`config.mk`:
```
export PLATFORM = sky130hd
export DESIGN_NAME = hazard_scoreboard
export DESIGN_NICKNAME = d
export VERILOG_FILES = /design/src/rtl/hazard_scoreboard.sv
export SDC_FILE = /design/constraint.sdc
export NUM_CORES = 1
export LEC_CHECK = 0
export BUFFER_PORTS_ARGS = -buffer_cell sky130_fd_sc_hd__buf_2
export CAP_MARGIN = 20
export CORE_ASPECT_RATIO = 0.9
export CORE_MARGIN = 5
export CORE_UTILIZATION = 50
export CTS_BUF_LIST = sky130_fd_sc_hd__clkbuf_8
export DETAILED_ROUTE_END_ITERATION = 8
export PLACE_DENSITY = 0.72
export SYNTH_ARGS = -nofsm -noshare
export SYNTH_HDL_FRONTEND = slang
export SYNTH_SLANG_ARGS = --single-unit
```
`constraint.sdc`:
```
create_clock -name clk -period 4.4 [get_ports clk]
set_input_delay 0.44 -clock clk [delete_from_list [all_inputs] [get_ports clk]]
set_output_delay 0.44 -clock clk [all_outputs]
set_load 0.01 [all_outputs]
```
`src/rtl/hazard_scoreboard.sv`:
```
// hazard_scoreboard: issue-stage RAW/WAW interlock with
// per-register pending-writer counters for GPRs and EFLAGS.
module hazard_scoreboard #(
  parameter int NUM_GPR = 16,
  parameter int IDX_W   = 4,
  parameter int CNT_W   = 2,
  parameter int STAT_W  = 32
) (
  input  logic               clk,
  input  logic               rst,
  input  logic               flush,
  input  logic               issue_valid,
  output logic               issue_ready,
  input  logic               u_from_gd,
  input  logic               u_to_gd,
  input  logic               u_from_gs,
  input  logic               u_from_gt,
  input  logic               u_from_ef,
  input  logic               u_to_ef,
  input  logic [IDX_W-1:0]   u_d,
  input  logic [IDX_W-1:0]   u_s,
  input  logic [IDX_W-1:0]   u_t,
  input  logic               wb_gd_valid,
  input  logic [IDX_W-1:0]   wb_gd_idx,
  input  logic               wb_ef_valid,
  output logic [NUM_GPR-1:0] gpr_busy,
  output logic               ef_busy,
  output logic               sb_error,
  output logic [STAT_W-1:0]  stall_cycles
);

  localparam logic [CNT_W-1:0] CMAX = '1;
  localparam logic [CNT_W-1:0] CONE = CNT_W'(1);

  logic [CNT_W-1:0]   r_gcnt [NUM_GPR];
  logic [CNT_W-1:0]   r_ecnt;
  logic               r_sb_error;
  logic [STAT_W-1:0]  r_stall;

  logic [CNT_W-1:0]   w_gnext [NUM_GPR];
  logic [CNT_W-1:0]   w_enext;
  logic [NUM_GPR-1:0] w_busy;
  logic [NUM_GPR-1:0] w_ginc;
  logic [NUM_GPR-1:0] w_gdec;
  logic               w_ebusy;
  logic               w_raw;
  logic               w_sat;
  logic               w_ready;
  logic               w_fire;
  logic               w_einc;
  logic               w_edec;
  logic               w_gerr;
  logic               w_eerr;

  // Busy flags come from registered counts only: no writeback bypass.
  always_comb begin
    w_busy = '0;
    for (int r = 0; r < NUM_GPR; r++) begin
      w_busy[r] = |r_gcnt[r];
    end
    w_ebusy = |r_ecnt;
  end

  // Hazard detect, counter saturation guard and issue handshake.
  always_comb begin
    w_raw = (u_from_gs & w_busy[u_s])
          | (u_from_gt & w_busy[u_t])
          | (u_from_gd & w_busy[u_d])
          | (u_from_ef & w_ebusy);
    w_sat = (u_to_gd & (r_gcnt[u_d] == CMAX))
          | (u_to_ef & (r_ecnt == CMAX));
    w_ready = ~w_raw & ~w_sat & ~flush;
    w_fire  = issue_valid & w_ready;
  end

  // Per-register increment (issue) and decrement (writeback) strobes.
  always_comb begin
    w_ginc = '0;
    w_gdec = '0;
    for (int r = 0; r < NUM_GPR; r++) begin
      w_ginc[r] = w_fire & u_to_gd & (u_d == IDX_W'(r));
      w_gdec[r] = wb_gd_valid & (wb_gd_idx == IDX_W'(r));
    end
    w_einc = w_fire & u_to_ef;
    w_edec = wb_ef_valid;
  end

  // Next GPR counts; a decrement at zero holds and flags an error.
  always_comb begin
    w_gerr = 1'b0;
    for (int r = 0; r < NUM_GPR; r++) begin
      w_gnext[r] = r_gcnt[r];
      if (w_ginc[r] & ~w_gdec[r]) begin
        w_gnext[r] = r_gcnt[r] + CONE;
      end else if (w_gdec[r] & ~w_ginc[r]) begin
        if (r_gcnt[r] == '0) begin
          w_gerr = 1'b1;
        end else begin
          w_gnext[r] = r_gcnt[r] - CONE;
        end
      end
    end
  end

  // Next EFLAGS count, same rules as the GPR counters.
  always_comb begin
    w_eerr  = 1'b0;
    w_enext = r_ecnt;
    if (w_einc & ~w_edec) begin
      w_enext = r_ecnt + CONE;
    end else if (w_edec & ~w_einc) begin
      if (r_ecnt == '0) begin
        w_eerr = 1'b1;
      end else begin
        w_enext = r_ecnt - CONE;
      end
    end
  end

  // Counter state: reset beats flush; flush drops all pending writes.
  always_ff @(posedge clk) begin
    if (rst) begin
      for (int r = 0; r < NUM_GPR; r++) begin
        r_gcnt[r] <= '0;
      end
      r_ecnt <= '0;
    end else if (flush) begin
      for (int r = 0; r < NUM_GPR; r++) begin
        r_gcnt[r] <= '0;
      end
      r_ecnt <= '0;
    end else begin
      for (int r = 0; r < NUM_GPR; r++) begin
        r_gcnt[r] <= w_gnext[r];
      end
      r_ecnt <= w_enext;
    end
  end

  // Sticky error and saturating stall statistics, kept across flush.
  always_ff @(posedge clk) begin
    if (rst) begin
      r_sb_error <= 1'b0;
      r_stall    <= '0;
    end else begin
      if (~flush & (w_gerr | w_eerr)) begin
        r_sb_error <= 1'b1;
      end
      if (issue_valid & ~w_ready & ~(&r_stall)) begin
        r_stall <= r_stall + STAT_W'(1);
      end
    end
  end

  assign issue_ready  = w_ready;
  assign gpr_busy     = w_busy;
  assign ef_busy      = w_ebusy;
  assign sb_error     = r_sb_error;
  assign stall_cycles = r_stall;

endmodule

```
# Yosys cells after proc, flatten, opt, wreduce, memory -nomap -nowiden
# Memories as Yosys holds them, arrays and structs flattened.
# Index checks and enable logic that the tools add are counted.
# classes
addsub	35
order_cmp	3
n_eq_ne	33
muxes	148
n_bitwise	156
n_reduce_logical	40
# op_table
cell	count
2-bit 2-to-1 mux	83
1-bit bitwise AND	80
4-bit == test, second input constant	16
1-bit 2-to-1 mux	62
1-bit NOT	39
1-bit bitwise OR	37
2-bit OR reduction	18
2-bit by 1-bit adder with 2-bit output, second input constant	17
2-bit zero test	17
2-bit by 1-bit subtractor with 2-bit output, second input constant	17
32-bit by 1-bit adder with 32-bit output, second input constant	1
4-bit by 3-bit == test with 1-bit output, second input constant	8
32-bit AND reduction	1
4-bit by 2-bit == test with 1-bit output, second input constant	4
4-bit by 5-bit less-than comparator with 1-bit output, second input constant	3
1-bit binary-select mux with 4-bit select	3
4-bit by 1-bit == test with 1-bit output, second input constant	2
4-bit zero test	2
2-bit == test, second input constant	2
2-bit inequality test, second input constant	1
2-bit AND reduction	1
2-bit nonzero test	1
# totals
reg_bits	35
mem_bits_rw	32
in_bits	28
output_inout_bits	51
word_cells	419
memories	1
# memory_table
memory	words	width	rd	rd_ports_with_merged_regs	write_ports	line	source
r_gcnt	16	2	17	0	16	35	logic [CNT_W-1:0] r_gcnt [NUM_GPR];

# Depth between registers and ports, before layout
# Gate-level depths: netlist of the first run.
# depth
ltp_word	64
depth_mapped	19
ltp_nobuf	18

# Worst setup path before layout of the first run
# OpenSTA, ideal clock, no wires.
# synth_path
kind	reg2reg
start	mem r_gcnt[12][0]
end	reg r_sb_error, in the netlist sb_error
setup_ns	0.126
t_arrival_ns	3.735
required_ns	4.274
setup_slack_ns	0.540
path_stages_with_launch	19
n_path_buf	1
period_less_slack_ns	3.860
cell_sequence	edfxtp_1 or2_4 mux4_2 a2111oi_2 a211oi_2 nor4_4 and3_4 buf_4 nand3_1 inv_1 ha_1 nor2_1 a22o_1 a21oi_1 nand3_1 a221oi_1 o21ai_0 nor3_1 a31oi_1
# synth_lines
element	line	source
start, declared	35	
end signal, assigned	143	r_sb_error <= 1'b0;
end signal, assigned	147	r_sb_error <= 1'b1;
end, declared	37	logic r_sb_error;

==> impl_metrics.json, run 1 <==
{
  "run_status": "complete, no violations",
  "cts_repair_resize_count": 0,
  "nNetsFinal": 685,
  "synthesis.area_per_instance_um2": 8.31,
  "first_global_vias": 4319,
  "grt_setup_unrepaired": "no",
  "final_count_of_hold_timing_violations": 0,
  "source_to_sink_clock_delay_at_the_later_pin_of_the_worst_skew_pair_ns": 0.36,
  "drcViolationCount": 0,
  "maxClockFrequency_mhz": 245,
  "hold_path_depth": 4,
  "grt_start_max_net_pins": 35,
  "floorplan.die.height_um": 103,
  "placement.setup.worst_slack_ns": 0.343,
  "critical_path.endpoint_type": "flip-flop",
  "die_x_um": 113,
  "postRouteAntennaNets": 0,
  "post-route-period-util_pct": 92.8,
  "initial_utilization_pct": 51.7,
  "mostFrequentLayoutCells": "94 x sky130_fd_sc_hd__nor2_1, 78 x sky130_fd_sc_hd__buf_2, 59 x sky130_fd_sc_hd__nand2_1",
  "cell_area_placed_um2": 5240,
  "cp-start-kind": "flip-flop",
  "cts_setup_buffers": 0,
  "timing.hold.worst_endpoint": "sb_error$_SDFFE_PP0P_",
  "detail_route.vias_per_cell": 5.93,
  "number_of_synthesized_flops_with_an_enable_pin": 30,
  "worstPathRequired_ns": 4.64,
  "proportion_of_synthesized_flip_flops_having_asynchronous_set_or_reset_pct": 0,
  "clkSlewWorstSetupHoldPaths_ns": 0.10,
  "final_layout_size_suffix_gt1_share_pct": 19.7,
  "totalNegativeSetupSlack_ns": 0,
  "syn_area_um2": 4780,
  "fillers": 876,
  "core-area_um2": 9250,
  "groute.usage.overall_pct": 23.5,
  "finalWeightedCongestion": 0.963,
  "worst_ir_drop_vdd_uv": 163,
  "synthDominantAreaCellType": "sky130_fd_sc_hd__edfxtp_1",
  "synth-seq-cells": 67,
  "synth_ff_type": "sky130_fd_sc_hd__dfxtp_1",
  "area.growth.synth_to_final_pct": 13.9,
  "final_core_utilization_pct": 58.9,
  "power_mw": 1.58,
  "critPathArrivalTime_ns": 4.32,
  "period_minus_slack_ns": 4.08,
  "max_slew.worst_pin.slew_ns": 1.06,
  "postLayoutCellArea_um2": 5450,
  "tritoncts_num_sinks": 67,
  "synth_top_area_share_pct": 18.8,
  "placement_row_count": 33,
  "worst_slack_ns": 0.317,
  "wirelength_mm": 13.4,
  "timing.critical_path.fanout_max": 5,
  "post-place-cells": 751,
  "netlist_instances": 576,
  "placement.io_buffers": 78,
  "p_per_area_nw_per_um2": 289,
  "finalSetupViolCount": 0,
  "reg2reg_depth": 17,
  "worst_setup_path_type": "reg -> reg",
  "number_of_antenna_violations_at_the_first_check_in_global_routing": 0,
  "max-cap-violations": 0,
  "worst_clock_skew_ns": 0.0171,
  "postCtsHoldBufs": 0,
  "synth_sequential_area_ratio_pct": 34.3,
  "max_slew_margin_pct": 29.2,
  "cts_buffer_depth": 2,
  "detail_route.iter0.violations": 397,
  "hold_ws_ns": 0.496,
  "floorplan.die_area_um2": 11600,
  "finish.cell_count_without_fillers": 767,
  "synthDistinctLibCells": 62,
  "yosysWarningCount": 0,
  "ys_top_cells_by_area": "sky130_fd_sc_hd__edfxtp_1 19%, sky130_fd_sc_hd__dfxtp_1 15%, sky130_fd_sc_hd__nor2_1 7.5%",
  "slew_violations": 0,
  "timing.rr.start": "r_gcnt[8][1]$_SDFFCE_PN0P_",
  "cts_made_buffers": 9,
  "worstHoldStart": "flush",
  "routedWlPerCell_um": 17.5,
  "power.leakage_nw": 2.25,
  "reg2reg_slack_ns": 0.32,
  "grt_overflow_total": 0,
  "commonest_non_fill_non_tap_cell_in_the_layout": "sky130_fd_sc_hd__nor2_1",
  "clockRootBuffer": "sky130_fd_sc_hd__clkbuf_8",
  "antennaDiodeCount": 0,
  "vias": 4545,
  "min_path_type": "in -> reg",
  "dp_hpwl_mm": 10.1,
  "drt_pass1_iterations": 5,
  "r2r-end": "sb_error$_SDFFE_PP0P_",
  "htree_levels": 3,
  "grt_pass1_wl_mm": 21.7,
  "synthesis.nets": 621,
  "cts_tree": "done",
  "io_pins": 79
}
-- worst max-delay path by stage --
| stage | slack, ns | from | endpoint |
|---|---|---|---|
| global route | 0.06 | r_gcnt[8][0]$_SDFFCE_PN0P_ | sb_error$_SDFFE_PP0P_ |
| floorplan | 0.54 | r_gcnt[12][0]$_SDFFCE_PN0P_ | sb_error$_SDFFE_PP0P_ |
| finish | 0.32 | r_gcnt[8][1]$_SDFFCE_PN0P_ | sb_error$_SDFFE_PP0P_ |
| global placement | 0.54 | u_d[0] | sb_error$_SDFFE_PP0P_ |
| detailed placement | 0.34 | u_d[0] | sb_error$_SDFFE_PP0P_ |
| CTS | 0.34 | r_gcnt[4][0]$_SDFFCE_PN0P_ | sb_error$_SDFFE_PP0P_ |
-- registers in the layout (all words and copies together), names as in the netlist --
| name | count |
|---|---|
| r_ecnt | 2 |
| r_gcnt | 32 |
| sb_error | 1 |
| stall_cycles | 32 |
-- metal layers --
| layer | vias up | routed length [µm] | track usage (%) | part of all wire [%] |
|---|---|---|---|---|
| met5 | - | 0 | 0 | 0 |
| met4 | 0 | 261 | 6.28 | 1.9 |
| met3 | 26 | 1170 | 5.63 | 8.7 |
| met2 | 206 | 6030 | 37.5 | 45 |
| met1 | 2154 | 5980 | 32.4 | 44 |
| li1 | 2159 | - | - | - |
-- where the power goes --
group	leakage (nW)	total, mW	switching (mW)	internal, mW
clock	0.107	0.563	0.290	0.272
combinational	1.51	0.307	0.187	0.119
sequential	0.628	0.709	0.0260	0.683
-- Yosys cell counts (all sizes together), types with 2 or more instances --
cell     count
mux4        11
nor2        95
o2111ai      2
ha          17
nand3       38
clkbuf      16
a22oi        2
nand2       59
a211oi       4
and3b        4
and3         6
mux2         2
dfxtp       37
and2         5
nor3        23
o211ai       5
a221oi       2
a21oi       13
nor4         6
a2111oi      3
edfxtp      30
nand2b       2
inv         29
xnor2       36
nor2b        8
or3         12
nand3b       3
nand4b       2
a31oi        6
nand4       13
o32ai        2
mux2i        4
and4         4
xor2        10
or2         15
nor3b        2
o21ai       22
buf         12
-- cell type report --
cell class	count	area [µm²]	share of cell area [%]
Timing Repair Buffer	81	433	7.94
Sequential cell	67	1640	30.1
Multi-Input combinational cell	451	2910	53.3
Tap cell	122	153	2.80
Clock inverter	7	82.6	1.51
Inverter	30	113	2.07
Clock buffer	9	124	2.27
-- cells by family (layout without fill, tap and decap cells) --
family / count (synthesis) / count (layout) / share of synthesized area [%]
AND/OR/NAND/NOR: 299 / 299 / 30.8
AO/OA/AOI/OAI: 72 / 72 / 10.5
flip-flops: 67 / 67 / 34.3
buffers and inverters: 58 / 127 / 5.02
XOR/XNOR: 46 / 46 / 8.42
adder cells (fa/ha/maj): 17 / 17 / 4.45
multiplexers: 17 / 17 / 6.49
-- worst max-delay path: stages, from the launching register on --
cell                        delay, ns
sky130_fd_sc_hd__edfxtp_1        0.43
sky130_fd_sc_hd__or2_1           0.34
sky130_fd_sc_hd__mux4_2          0.49
sky130_fd_sc_hd__a2111oi_2       0.40
sky130_fd_sc_hd__a211oi_2        0.09
sky130_fd_sc_hd__nor4_4          0.29
sky130_fd_sc_hd__and3_4          0.24
sky130_fd_sc_hd__and2_1          0.18
sky130_fd_sc_hd__nand3_1         0.15
sky130_fd_sc_hd__inv_1           0.09
sky130_fd_sc_hd__ha_1            0.18
sky130_fd_sc_hd__nor2_1          0.07
sky130_fd_sc_hd__a22oi_1         0.15
sky130_fd_sc_hd__nand3_1         0.12
sky130_fd_sc_hd__a221oi_1        0.28
sky130_fd_sc_hd__o21ai_0         0.15
sky130_fd_sc_hd__nor3_1          0.20
sky130_fd_sc_hd__a31oi_1         0.11
No activity file was read; power rests on OpenSTA's default activity.
==> inputs of run 2 (changes only) <==
Settings changed: ABC_AREA set to 1.
==> impl_metrics.json, run 2 <==
{
  "run_status": "complete, no violations",
  "postRouteAntennaNets": 0,
  "source_to_sink_clock_delay_at_the_later_pin_of_the_worst_skew_pair_ns": 0.35,
  "vias": 5598,
  "post-route-period-util_pct": 86.3,
  "floorplan.die_area_um2": 12300,
  "initial_utilization_pct": 50.5,
  "worst_ir_drop_vdd_uv": 186,
  "ys_top_cells_by_area": "sky130_fd_sc_hd__edfxtp_1 18%, sky130_fd_sc_hd__nand2_1 16%, sky130_fd_sc_hd__dfxtp_1 15%",
  "floorplan.die.height_um": 106,
  "synth_sequential_area_ratio_pct": 32.2,
  "cp-startpoint": "r_gcnt[5][0]$_SDFFCE_PN0P_",
  "max-cap-violations": 0,
  "io_pins": 79,
  "worstPathRequired_ns": 4.65,
  "clockRootBuffer": "sky130_fd_sc_hd__clkbuf_8",
  "clkSlewWorstSetupHoldPaths_ns": 0.08,
  "postCtsHoldBufs": 0,
  "worst_clock_skew_ns": 0.0111,
  "timing.rr.start": "r_gcnt[5][0]$_SDFFCE_PN0P_",
  "finalWeightedCongestion": 1.00,
  "worst_setup_path_type": "reg -> reg",
  "cts_buffer_depth": 2,
  "ff_latch_area_um2": 1640,
  "mostFrequentLayoutCells": "213 x sky130_fd_sc_hd__nand2_1, 120 x sky130_fd_sc_hd__nor2_1, 105 x sky130_fd_sc_hd__inv_1",
  "crit_path_max_incr_delay_ns": 0.44,
  "grt_start_max_net_pins": 33,
  "worstHoldStart": "flush",
  "critPathArrivalTime_ns": 4.05,
  "netlist_instances": 800,
  "power.leakage_nw": 2.65,
  "first_global_vias": 5129,
  "multiInputGateArea_um2": 2960,
  "drt_pass1_iterations": 6,
  "fillers": 1028,
  "slew_violations": 0,
  "htree_levels": 3,
  "number_of_antenna_violations_at_the_first_check_in_global_routing": 0,
  "cts_tree": "done",
  "wirelength_mm": 16.7,
  "synth_top_cells_by_count": "213 x sky130_fd_sc_hd__nand2_1, 121 x sky130_fd_sc_hd__nor2_1, 105 x sky130_fd_sc_hd__inv_1",
  "detail_route.vias_per_cell": 5.56,
  "core-area_um2": 10100,
  "cts_made_buffers": 9,
  "synthesis.area_per_instance_um2": 6.38,
  "tritoncts_num_sinks": 67,
  "synthMostInstantiatedCell": "sky130_fd_sc_hd__nand2_1",
  "maxClockFrequency_mhz": 263,
  "max_slew_margin_pct": 55.3,
  "critical-path-top-cell-by-count": "sky130_fd_sc_hd__nor2_1",
  "period_minus_slack_ns": 3.80,
  "synth-seq-cells": 67,
  "final_count_of_hold_timing_violations": 0,
  "grt_setup_unrepaired": "no",
  "placement.io_buffers": 78,
  "critical_path.endpoint_type": "flip-flop",
  "synthDominantAreaCellType": "sky130_fd_sc_hd__edfxtp_1",
  "synthDistinctLibCells": 46,
  "finalSetupViolCount": 0,
  "p_per_area_nw_per_um2": 273,
  "dp_hpwl_mm": 13.1,
  "detail_route.iter0.violations": 637,
  "yosysWarningCount": 0,
  "groute.usage.overall_pct": 27.3,
  "max_slew.worst_pin.slew_ns": 0.670,
  "proportion_of_synthesized_flip_flops_having_asynchronous_set_or_reset_pct": 0,
  "area.growth.synth_to_final_pct": 13.4,
  "grt_pass1_wl_mm": 26.4,
  "totalNegativeSetupSlack_ns": 0,
  "commonest_non_fill_non_tap_cell_in_the_layout": "sky130_fd_sc_hd__nand2_1",
  "nNetsFinal": 918,
  "die_x_um": 117,
  "synth_ff_type": "sky130_fd_sc_hd__dfxtp_1",
  "synth_top_area_share_pct": 17.6,
  "drcViolationCount": 0,
  "min_path_type": "in -> reg",
  "worst_slack_ns": 0.603,
  "antennaDiodeCount": 0,
  "final_layout_size_suffix_gt1_share_pct": 13.3,
  "routedWlPerCell_um": 16.6,
  "number_of_synthesized_flops_with_an_enable_pin": 30,
  "timing.critical_path.fanout_max": 4,
  "placement.setup.worst_slack_ns": 0.442,
  "cts_repair_resize_count": 0,
  "cpMaxStageDelayCell": "sky130_fd_sc_hd__edfxtp_1",
  "grt_overflow_total": 0,
  "placement_row_count": 35,
  "synthesis.nets": 845,
  "cts_setup_buffers": 0,
  "cp-start-kind": "flip-flop",
  "syn_area_um2": 5100
}
run 2: cell types whose count changed in the layout (fill, tap and decap cells not counted), sizes merged, moves of 7 or more:
cell / change
nand4: +14
nor2: +34
or2: -10
a21oi: +35
nand2: +155
o21ai: +27
mux4: -11
inv: +78
nor2b: -8
nand3: +20
or3: -12
nor3: -7
xnor2: -35
run 2: area by class of cell:
class / instances / share of cell area [%]
well taps: 129 / 2.79
flip-flops and latches: 67 / 28.4
clock buffers: 11 / 2.62
inverters: 110 / 7.13
clock inverters: 5 / 1.02
repair buffers: 80 / 7.00
multi-input cells: 605 / 51.1
run 2: kinds of logic after synthesis:
kind of cell,count (synthesis),share of synthesized area (%)
AOI/OAI and AO/OA,112,11.9
xor gates and xnor gates,11,1.89
adders and majority gates,17,4.17
buffers and inverters,128,9.95
DFF,67,32.2
and+or+nand+nor,465,40.0
run 2: final timing paths:
check        cells past startpoint                   endpoint  slack (ns)
max                             25      sb_error$_SDFFE_PP0P_        0.60
min                              2  r_gcnt[0][1]$_SDFFE_PP0P_        0.33
max reg2reg                     25      sb_error$_SDFFE_PP0P_        0.60
min reg2reg                      2     r_ecnt[1]$_SDFFE_PN0P_        0.50
run 2: per-layer routing:
layer,track usage (%),routed length (µm)
met5,0,0
met2,40.9,7290
met4,5.72,185
met1,41.0,7640
met3,4.42,1590
run 2: power breakdown:
group          total [mW]  switching [mW]  internal (mW)
clock               0.555           0.260          0.295
sequential          0.714          0.0312          0.683
combinational       0.312           0.219         0.0928
total                1.58           0.510           1.07
run 2: stage by stage:
| step | std cells | power (mW) | cell area [µm²] | util, % | hold slack (ns) |
|---|---|---|---|---|---|
| 6_report | 1007 | 1.58 | 5790 | 57.2 | 0.328 |
| 2_1_floorplan | 800 | 0.921 | 5100 | - | 0.452 |
| 3_3_place_gp | 991 | 1.03 | 5580 | 55.2 | 0.471 |
| 4_1_cts | 1007 | 1.58 | 5790 | 57.2 | 0.313 |
| 5_1_grt | 1007 | 1.66 | 5790 | 57.2 | 0.328 |
| 3_5_place_dp | 991 | 1.03 | 5580 | 55.2 | 0.491 |
run 2: critical path, delay by kind of cell (launching register included):
family                   cells  cell delay, ns
AND/OR/NAND/NOR             17            2.00
AO/OA/AOI/OAI                3            0.63
flip-flops                   1            0.44
buffers and inverters        4            0.37
adder cells (fa/ha/maj)      1            0.23
